## config.mk

```make
export PLATFORM = sky130hd
export DESIGN_NAME = lstm_seq_ctrl
export DESIGN_NICKNAME = d
export VERILOG_FILES = /design/src/rtl/lstm_pkg.sv /design/src/rtl/lstm_settle_timer.sv /design/src/rtl/lstm_seq_ctrl.sv
export SDC_FILE = /design/constraint.sdc
export NUM_CORES = 1
export LEC_CHECK = 0
export BUFFER_PORTS_ARGS = -buffer_cell sky130_fd_sc_hd__buf_2
export CORE_MARGIN = 2
export CORE_UTILIZATION = 45
export DETAILED_ROUTE_END_ITERATION = 8
export HOLD_SLACK_MARGIN = 0.1
export PLACE_DENSITY = 0.76
export SYNTH_ARGS = -nofsm -noshare
export SYNTH_HDL_FRONTEND = slang
export SYNTH_SLANG_ARGS = --single-unit
```

## constraint.sdc

```tcl
create_clock -name clk -period 3.4 [get_ports clk]
set_clock_uncertainty 0.1 [all_clocks]
set_input_delay 0.68 -clock clk [delete_from_list [all_inputs] [get_ports clk]]
set_output_delay 0.68 -clock clk [all_outputs]
set_load 0.05 [all_outputs]
```

## src/rtl/lstm_pkg.sv

```systemverilog
// Shared definitions for the LSTM sequence controller and its helpers.
package lstm_pkg;

  // Default fixed-point format for samples and recurrent state.
  localparam int LSTM_DATA_WIDTH  = 16;
  localparam int LSTM_FRACT_WIDTH = 8;

  // Width of the settle down-counter; it bounds the cell latency to 1..15.
  localparam int SETTLE_W = 4;

  // Signed fixed-point sample in the default format.
  typedef logic signed [LSTM_DATA_WIDTH-1:0] sample_t;

  // Sequencing states: waiting for a sample, letting the cell settle,
  // presenting the captured result.
  typedef enum logic [1:0] {
    IDLE = 2'd0,
    EVAL = 2'd1,
    EMIT = 2'd2
  } seq_state_t;

endpackage

```

## src/rtl/lstm_settle_timer.sv

```systemverilog
// Loadable down-counter that flags when the cell inputs have settled long enough.
module lstm_settle_timer
  import lstm_pkg::*;
(
  input  logic                clk,
  input  logic                rst,
  input  logic                load,
  input  logic [SETTLE_W-1:0] load_val,
  input  logic                en,
  output logic                zero
);

  logic [SETTLE_W-1:0] count;

  // Load takes priority; otherwise count down while enabled and stop at zero.
  always_ff @(posedge clk or posedge rst) begin
    if (rst) begin
      count <= '0;
    end else if (load) begin
      count <= load_val;
    end else if (en && (count != '0)) begin
      count <= count - 1'b1;
    end
  end

  assign zero = (count == '0);

endmodule

```

## src/rtl/lstm_seq_ctrl.sv

```systemverilog
// Drives a combinational LSTM cell across the timesteps of a sequence,
// feeding back the captured c/h and clearing them at sequence end.
module lstm_seq_ctrl
  import lstm_pkg::*;
#(
  parameter int DATA_WIDTH   = LSTM_DATA_WIDTH,
  parameter int FRACT_WIDTH  = LSTM_FRACT_WIDTH,
  parameter int CELL_LATENCY = 2,
  parameter int STEP_W       = 8
) (
  input  logic                  clk,
  input  logic                  rst,
  input  logic                  in_valid,
  output logic                  in_ready,
  input  logic [DATA_WIDTH-1:0] in_x,
  input  logic                  in_last,
  output logic [DATA_WIDTH-1:0] cell_x,
  output logic [DATA_WIDTH-1:0] cell_c,
  output logic [DATA_WIDTH-1:0] cell_h,
  input  logic [DATA_WIDTH-1:0] cell_c_out,
  input  logic [DATA_WIDTH-1:0] cell_h_out,
  output logic                  out_valid,
  input  logic                  out_ready,
  output logic [DATA_WIDTH-1:0] out_c,
  output logic [DATA_WIDTH-1:0] out_h,
  output logic                  out_last,
  output logic [STEP_W-1:0]     out_step
);

  // The settle count is loaded with one less than the latency because the
  // capture happens on the cycle the counter reads zero.
  localparam logic [SETTLE_W-1:0] SETTLE_LOAD = SETTLE_W'(CELL_LATENCY - 1);

  // Reject parameter sets the 4-bit settle counter or format cannot represent.
  if ((CELL_LATENCY < 1) || (CELL_LATENCY > 15) ||
      (FRACT_WIDTH < 0) || (FRACT_WIDTH >= DATA_WIDTH)) begin : g_param_check
    $error("lstm_seq_ctrl: CELL_LATENCY must be 1..15 and FRACT_WIDTH below DATA_WIDTH");
  end

  seq_state_t state;
  logic       last_q;
  logic       timer_load;
  logic       timer_en;
  logic       settle_zero;

  // Start the settle window on the input handshake and run it during EVAL.
  assign timer_load = (state == IDLE) && in_valid;
  assign timer_en   = (state == EVAL);

  lstm_settle_timer u_settle_timer (
    .clk      (clk),
    .rst      (rst),
    .load     (timer_load),
    .load_val (SETTLE_LOAD),
    .en       (timer_en),
    .zero     (settle_zero)
  );

  // Sequencer: accept a sample, hold the cell inputs while it settles,
  // capture and present the result, then fold it back as recurrent state.
  always_ff @(posedge clk or posedge rst) begin
    if (rst) begin
      state     <= IDLE;
      in_ready  <= 1'b1;
      out_valid <= 1'b0;
      out_last  <= 1'b0;
      out_c     <= '0;
      out_h     <= '0;
      out_step  <= '0;
      cell_x    <= '0;
      cell_c    <= '0;
      cell_h    <= '0;
      last_q    <= 1'b0;
    end else begin
      case (state)
        IDLE: begin
          if (in_valid) begin
            cell_x   <= in_x;
            last_q   <= in_last;
            in_ready <= 1'b0;
            state    <= EVAL;
          end
        end
        EVAL: begin
          if (settle_zero) begin
            out_c     <= cell_c_out;
            out_h     <= cell_h_out;
            out_last  <= last_q;
            out_valid <= 1'b1;
            state     <= EMIT;
          end
        end
        EMIT: begin
          if (out_ready) begin
            if (last_q) begin
              cell_c   <= '0;
              cell_h   <= '0;
              out_step <= '0;
            end else begin
              cell_c   <= out_c;
              cell_h   <= out_h;
              out_step <= out_step + 1'b1;
            end
            out_valid <= 1'b0;
            in_ready  <= 1'b1;
            state     <= IDLE;
          end
        end
        default: begin
          state     <= IDLE;
          in_ready  <= 1'b1;
          out_valid <= 1'b0;
        end
      endcase
    end
  end

endmodule

```

Yosys cells after proc, flatten, opt, wreduce, memory -nomap -nowiden
Cells that the tools add are included.

word-level totals
  register bits after elaboration = 98
  latch bits = 0
  bits in writable memories = 0
  memory bits (read-only) = 0
  output and inout port bits = 91
  logic and storage cells = 48
  memories = 0

operators by class
  $add $sub $neg = 2
  $mul = 0
  divide/modulo/power cells = 0
  order comparisons = 0
  eq/ne operators = 5
  shift operators = 0
  multiplexer cells = 15
  bitwise logic cells = 2
  reductions and logical operators = 12

operators with widths
  cell                                                  count
  2-to-1 mux 16 bit                                     2
  AND reduction 3 bit                                   3
  adder 8 x 1 -> 8 bit (second input constant)          1
  2-to-1 mux 4 bit                                      2
  2-to-1 mux 8 bit                                      1
  2-to-1 mux 2 bit                                      3
  != test 2 bit (second input constant)                 3
  one-hot mux 1 bit (3 select lines)                    2
  one-hot mux 2 bit (3 select lines)                    1
  AND reduction 2 bit                                   3
  logical NOT 4 bit                                     1
  2-to-1 mux 1 bit                                      4
  nonzero test 4 bit                                    1
  subtractor 4 x 1 -> 4 bit (second input constant)     1
  equality test 2 x 1 -> 1 bit (second input constant)  1
  equality test 2 bit (second input constant)           1
  logical AND 1 bit                                     2
  logical NOT 2 bit                                     1
  inverter 1 bit                                        2
  nonzero test 2 bit                                    1

Longest topological paths before layout
  depth in word-level cells = 4
  mapped depth = 6
  gate-level depth less buffers = 5

By module
A second synthesis with hierarchy kept.

second synthesis, totals
  cells, all modules = 342
  area, all modules = 4007.6 µm²

modules (own cells, without submodules)
  module             instances  cells an instance  area each (µm²)  sequential area each (µm²)
  lstm_seq_ctrl      1          314                3746.1           2353.5
  lstm_settle_timer  1          28                 261.5            100.1

Worst setup path before layout
No wires, ideal clock.

  kind = input port to flip-flop
  from = input in_valid
  to = register cell_x[13]
  setup time = 0.128 ns
  arrival = 1.496 ns
  required time = 3.172 ns
  path slack = 1.676 ns
  cell stages on the path = 3
  buffers on the path = 1
  cells stage by stage = or3b_4 > buf_6 > mux2_1

between the ends
  longest elaborated chain between the ends = 1

RTL lines
  element                               RTL line             RTL
  start: declaration                    lstm_seq_ctrl.sv:13  input logic in_valid,
  AND reduction 2 bit (no source line)  -
  end signal: assignment                lstm_seq_ctrl.sv:78  cell_x <= in_x;
  end: declaration                      lstm_seq_ctrl.sv:17  output logic [DATA_WIDTH-1:0] cell_x,

Every way passes these cells.
A chain may end at the register's enable or synchronous reset.

Worst setup path in the final report
  from = register last_q
  to = register out_step[3]

between the ends
  longest elaborated chain between the ends = 1

RTL lines
  element                   RTL line              RTL
  start: declaration        lstm_seq_ctrl.sv:41   logic last_q;
  start signal: assignment  lstm_seq_ctrl.sv:79   last_q <= in_last;
  2-to-1 mux 8 bit          lstm_seq_ctrl.sv:95   if (last_q) begin
  end signal: assignment    lstm_seq_ctrl.sv:102  out_step <= out_step + 1'b1;
  end: declaration          lstm_seq_ctrl.sv:27   output logic [STEP_W-1:0] out_step

Every way passes these cells.

==> flow_summary.rst <==
.. list-table::
   :header-rows: 1

   * - Metric
     - Value
   * - Post-synthesis net count
     - 391
   * - F_max
     - 0.4907 GHz
   * - Layout cells sized above 1
     - 44.86%
   * - Horiz. Die Dim
     - 99.92 um
   * - Longest individual stage delay on the worst path
     - 0.75 ns
   * - Gr ovfl total
     - 0
   * - Final TNS setup
     - 0 ns
   * - Number of clock sinks seen by CTS
     - 98
   * - Number of buffers on the longest clock path
     - 2
   * - Via count of the first global-routing pass
     - 2840
   * - Most used DFF post-synth
     - sky130_fd_sc_hd__dfrtp_1
   * - Total of max-cap violations
     - 0
   * - Data required time of the worst path
     - 3.53 ns
   * - Flip-flop and latch count after synthesis
     - 98
   * - Sequential cell area
     - 0.002454 mm^2
   * - DRT iter0 DRCs
     - 115
   * - Count of yosys warnings during synthesis
     - 0
   * - Die boundary height
     - 99.92 um
   * - Wire length per cell
     - 14.67 um
   * - Number of antenna violations at the first check in global routing
     - 0
   * - Ordered list of cells on the worst path
     - clkinv_1, nor2_1, a21oi_1
   * - Minimum period implied by the final worst setup slack
     - 2.038 ns
   * - Root Buffer
     - sky130_fd_sc_hd__clkbuf_8
   * - Period utilisation layout
     - 59.94%
   * - I/O Buffers
     - 143
   * - Pre-Repair DR Iteration Count
     - 4
   * - Total number of vias
     - 2936
   * - Placeable core region
     - 0.009065 mm^2
   * - Global-route usage over all layers
     - 17.73%
   * - Nature of the critical path endpoint
     - flop
   * - RSZ-0062 raised after global routing
     - no
   * - Worst setup path category
     - flop to flop
   * - Fraction of synthesis flops using an asynchronous set or reset pin
     - 100.0%
   * - Area grow syn2layout
     - 22.36%
   * - Worst slew pin tran
     - 0.9456 ns
   * - Footprint of the multi-input gates
     - 0.001509 mm^2
   * - Worst slew margin
     - 36.57%
   * - Total routed wirelength
     - 8625 um
   * - Cell area after synthesis
     - 0.004140 mm^2
   * - Starting density of the core
     - 45.67%
   * - Distinct cell type count of the synthesized netlist
     - 39
   * - TritonCTS clock tree
     - done
   * - Average size of a mapped cell
     - 12.36 um^2
   * - Arrival @ worst endpoint
     - 2.17 ns
   * - Fin. max-slew vios
     - 0
   * - Synthesized instance count
     - 335
   * - Depth of the worst register-to-register path
     - 3
   * - Post_cts resized
     - 0
   * - Count of final setup violators
     - 0
   * - Buffer and inverter count on the worst path
     - 1
   * - Kind of launch point of the worst setup path
     - flop
   * - Clock network latency to the later pin of the worst-skew pair
     - 0.36 ns
   * - Global-route wire length before repair
     - 13770 um
   * - Detail Route Antenna Nets
     - 0
   * - Number of levels the H-tree was split into
     - 3
   * - DIE AREA
     - 0.009984 mm^2
   * - Critical path's slowest cell
     - sky130_fd_sc_hd__clkinv_1
   * - Seq/Total Area, Yosys
     - 59.26%
   * - Number of gates on the worst path with buffers counted
     - 3
   * - # rows
     - 35
   * - Cell class contributing the biggest share of worst-path delay
     - buffers and inverters
   * - Number of hold violations in the final report
     - 0
   * - Filler Cells Inserted
     - 763
   * - Total CTS buffers
     - 9
   * - Hold-fix buffers, CTS
     - 0
   * - Number of synthesized flops with an enable pin
     - 0
   * - Outcome
     - finished, final reports clean
   * - Detail-routed via count per cell
     - 4.993
   * - Largest net degree at the start of global routing
     - 58
   * - Boundary Pins
     - 144
   * - Number of remaining DRC errors
     - 0
   * - Placer Congestion
     - 0.8106
   * - Total Nets Final
     - 528
   * - Detailed placer's ending HPWL
     - 6078 um
   * - Largest driver fanout on the critical path
     - 35
   * - Number of buffers inserted to repair setup after CTS
     - 0
   * - Post-CTS clock slew at the launch and capture registers of the worst setup and hold paths
     - 0.09 ns
   * - Diode insertion count for antenna repair
     - 0
   * - Path category of the worst min-delay check
     - input pin to async pin
[layer usage]
| layer | track usage [%] | part of all wire [%] | vias up |
|---|---|---|---|
| met5 | 0 | 0 | - |
| met4 | 8.430 | 2.6 | 0 |
| met3 | 3.482 | 4.1 | 19 |
| met2 | 29.63 | 51 | 80 |
| met1 | 22.28 | 42 | 1420 |
| li1 | - | - | 1417 |
[kinds of logic after synthesis]
logic type	synth area share, %
flops	59.26
simple gates	11.64
fa+ha+maj	0.9067
compound gates	7.555
buf+inv	4.291
mux	16.35
[layout by cell type (no fill, tap or decap), types with 2 or more instances in the layout]
cell type                  netlist  layout
sky130_fd_sc_hd__or3_1           2       2
sky130_fd_sc_hd__o31ai_1         2       2
sky130_fd_sc_hd__mux2i_1         2       2
sky130_fd_sc_hd__inv_6           0       2
sky130_fd_sc_hd__nand2_1        71      71
sky130_fd_sc_hd__mux2_1          2       2
sky130_fd_sc_hd__clkinv_2        0       2
sky130_fd_sc_hd__clkbuf_8        0       9
sky130_fd_sc_hd__inv_1           6       5
sky130_fd_sc_hd__nor3_1          4       4
sky130_fd_sc_hd__o21ai_0        40      40
sky130_fd_sc_hd__dfrtp_1        97      97
sky130_fd_sc_hd__mux2_4         28      28
sky130_fd_sc_hd__or4_1           2       2
sky130_fd_sc_hd__buf_2           5     143
sky130_fd_sc_hd__mux2_2         19      19
sky130_fd_sc_hd__nor2_1          5       5
sky130_fd_sc_hd__nand3_1         4       4
sky130_fd_sc_hd__ha_1            3       3
sky130_fd_sc_hd__a21oi_1        11      11
[stage by stage]
| stage | util, % | instance area (um^2) | hold WS, ns | cells | worst slack (ns) |
|---|---|---|---|---|---|
| 5_1_grt | 55.89 | 5066 | 0.2849 | 588 | 1.152 |
| 6_report | 55.89 | 5066 | 0.2593 | 588 | 1.362 |
| 4_1_cts | 55.89 | 5066 | 0.2658 | 588 | 1.290 |
| 2_1_floorplan | - | 4140 | 0.4157 | 335 | 0.05958 |
| 3_5_place_dp | 53.76 | 4873 | 0.3646 | 572 | 1.279 |
| 3_3_place_gp | 53.76 | 4873 | 0.3579 | 572 | 1.337 |
[worst register-to-register path, cell delays in order, from the launching register on]
cell and delay (ns):
sky130_fd_sc_hd__dfrtp_1 0.42, sky130_fd_sc_hd__clkinv_1 0.76, sky130_fd_sc_hd__nor2_1 0.55, sky130_fd_sc_hd__a21oi_1 0.09
[synthesized netlist by cell type, drive strengths merged, types with 3 or more instances]
cell type / number / area [um^2]
nor3: 4 / 20.02
inv: 6 / 22.52
buf: 12 / 125.1
o21ai: 40 / 200.2
nand3: 4 / 20.02
mux2: 49 / 656.9
nand2: 72 / 286.5
clkbuf: 7 / 26.28
nor2: 5 / 18.77
a21oi: 11 / 55.05
ha: 3 / 37.54
dfrtp: 97 / 2427
[flip-flops by register name, indices dropped and copies added (netlist names), 2 cells and up]
signal	cells
cell_x	16
u_settle_timer.count	4
out_c	16
out_step	8
out_h	16
cell_c	16
cell_h	16
state	2
[layout make-up]
cell class	instances	area share (%)
inverter	7	0.5680
sequential	98	48.43
timing repair buffer	145	14.67
tap	111	2.741
clock buffer	10	2.519
multi-input combinational	211	29.79
clock inverter	6	1.284
[final timing paths]
check	from	to	slack, ns
hold / removal	rst	cell_x[0]	0.26
max in group asynchronous	rst	out_h[1]	2.26
setup / recovery	last_q	out_step[3]	1.36
hold reg to reg	cell_c[12]	cell_c[12]	0.38
min in group clk	cell_c[12]	cell_c[12]	0.38
setup reg to reg	last_q	out_step[3]	1.36
Power is not shown: default switching activity piles up to over one toggle a cycle in this logic, so the estimate is an artifact.
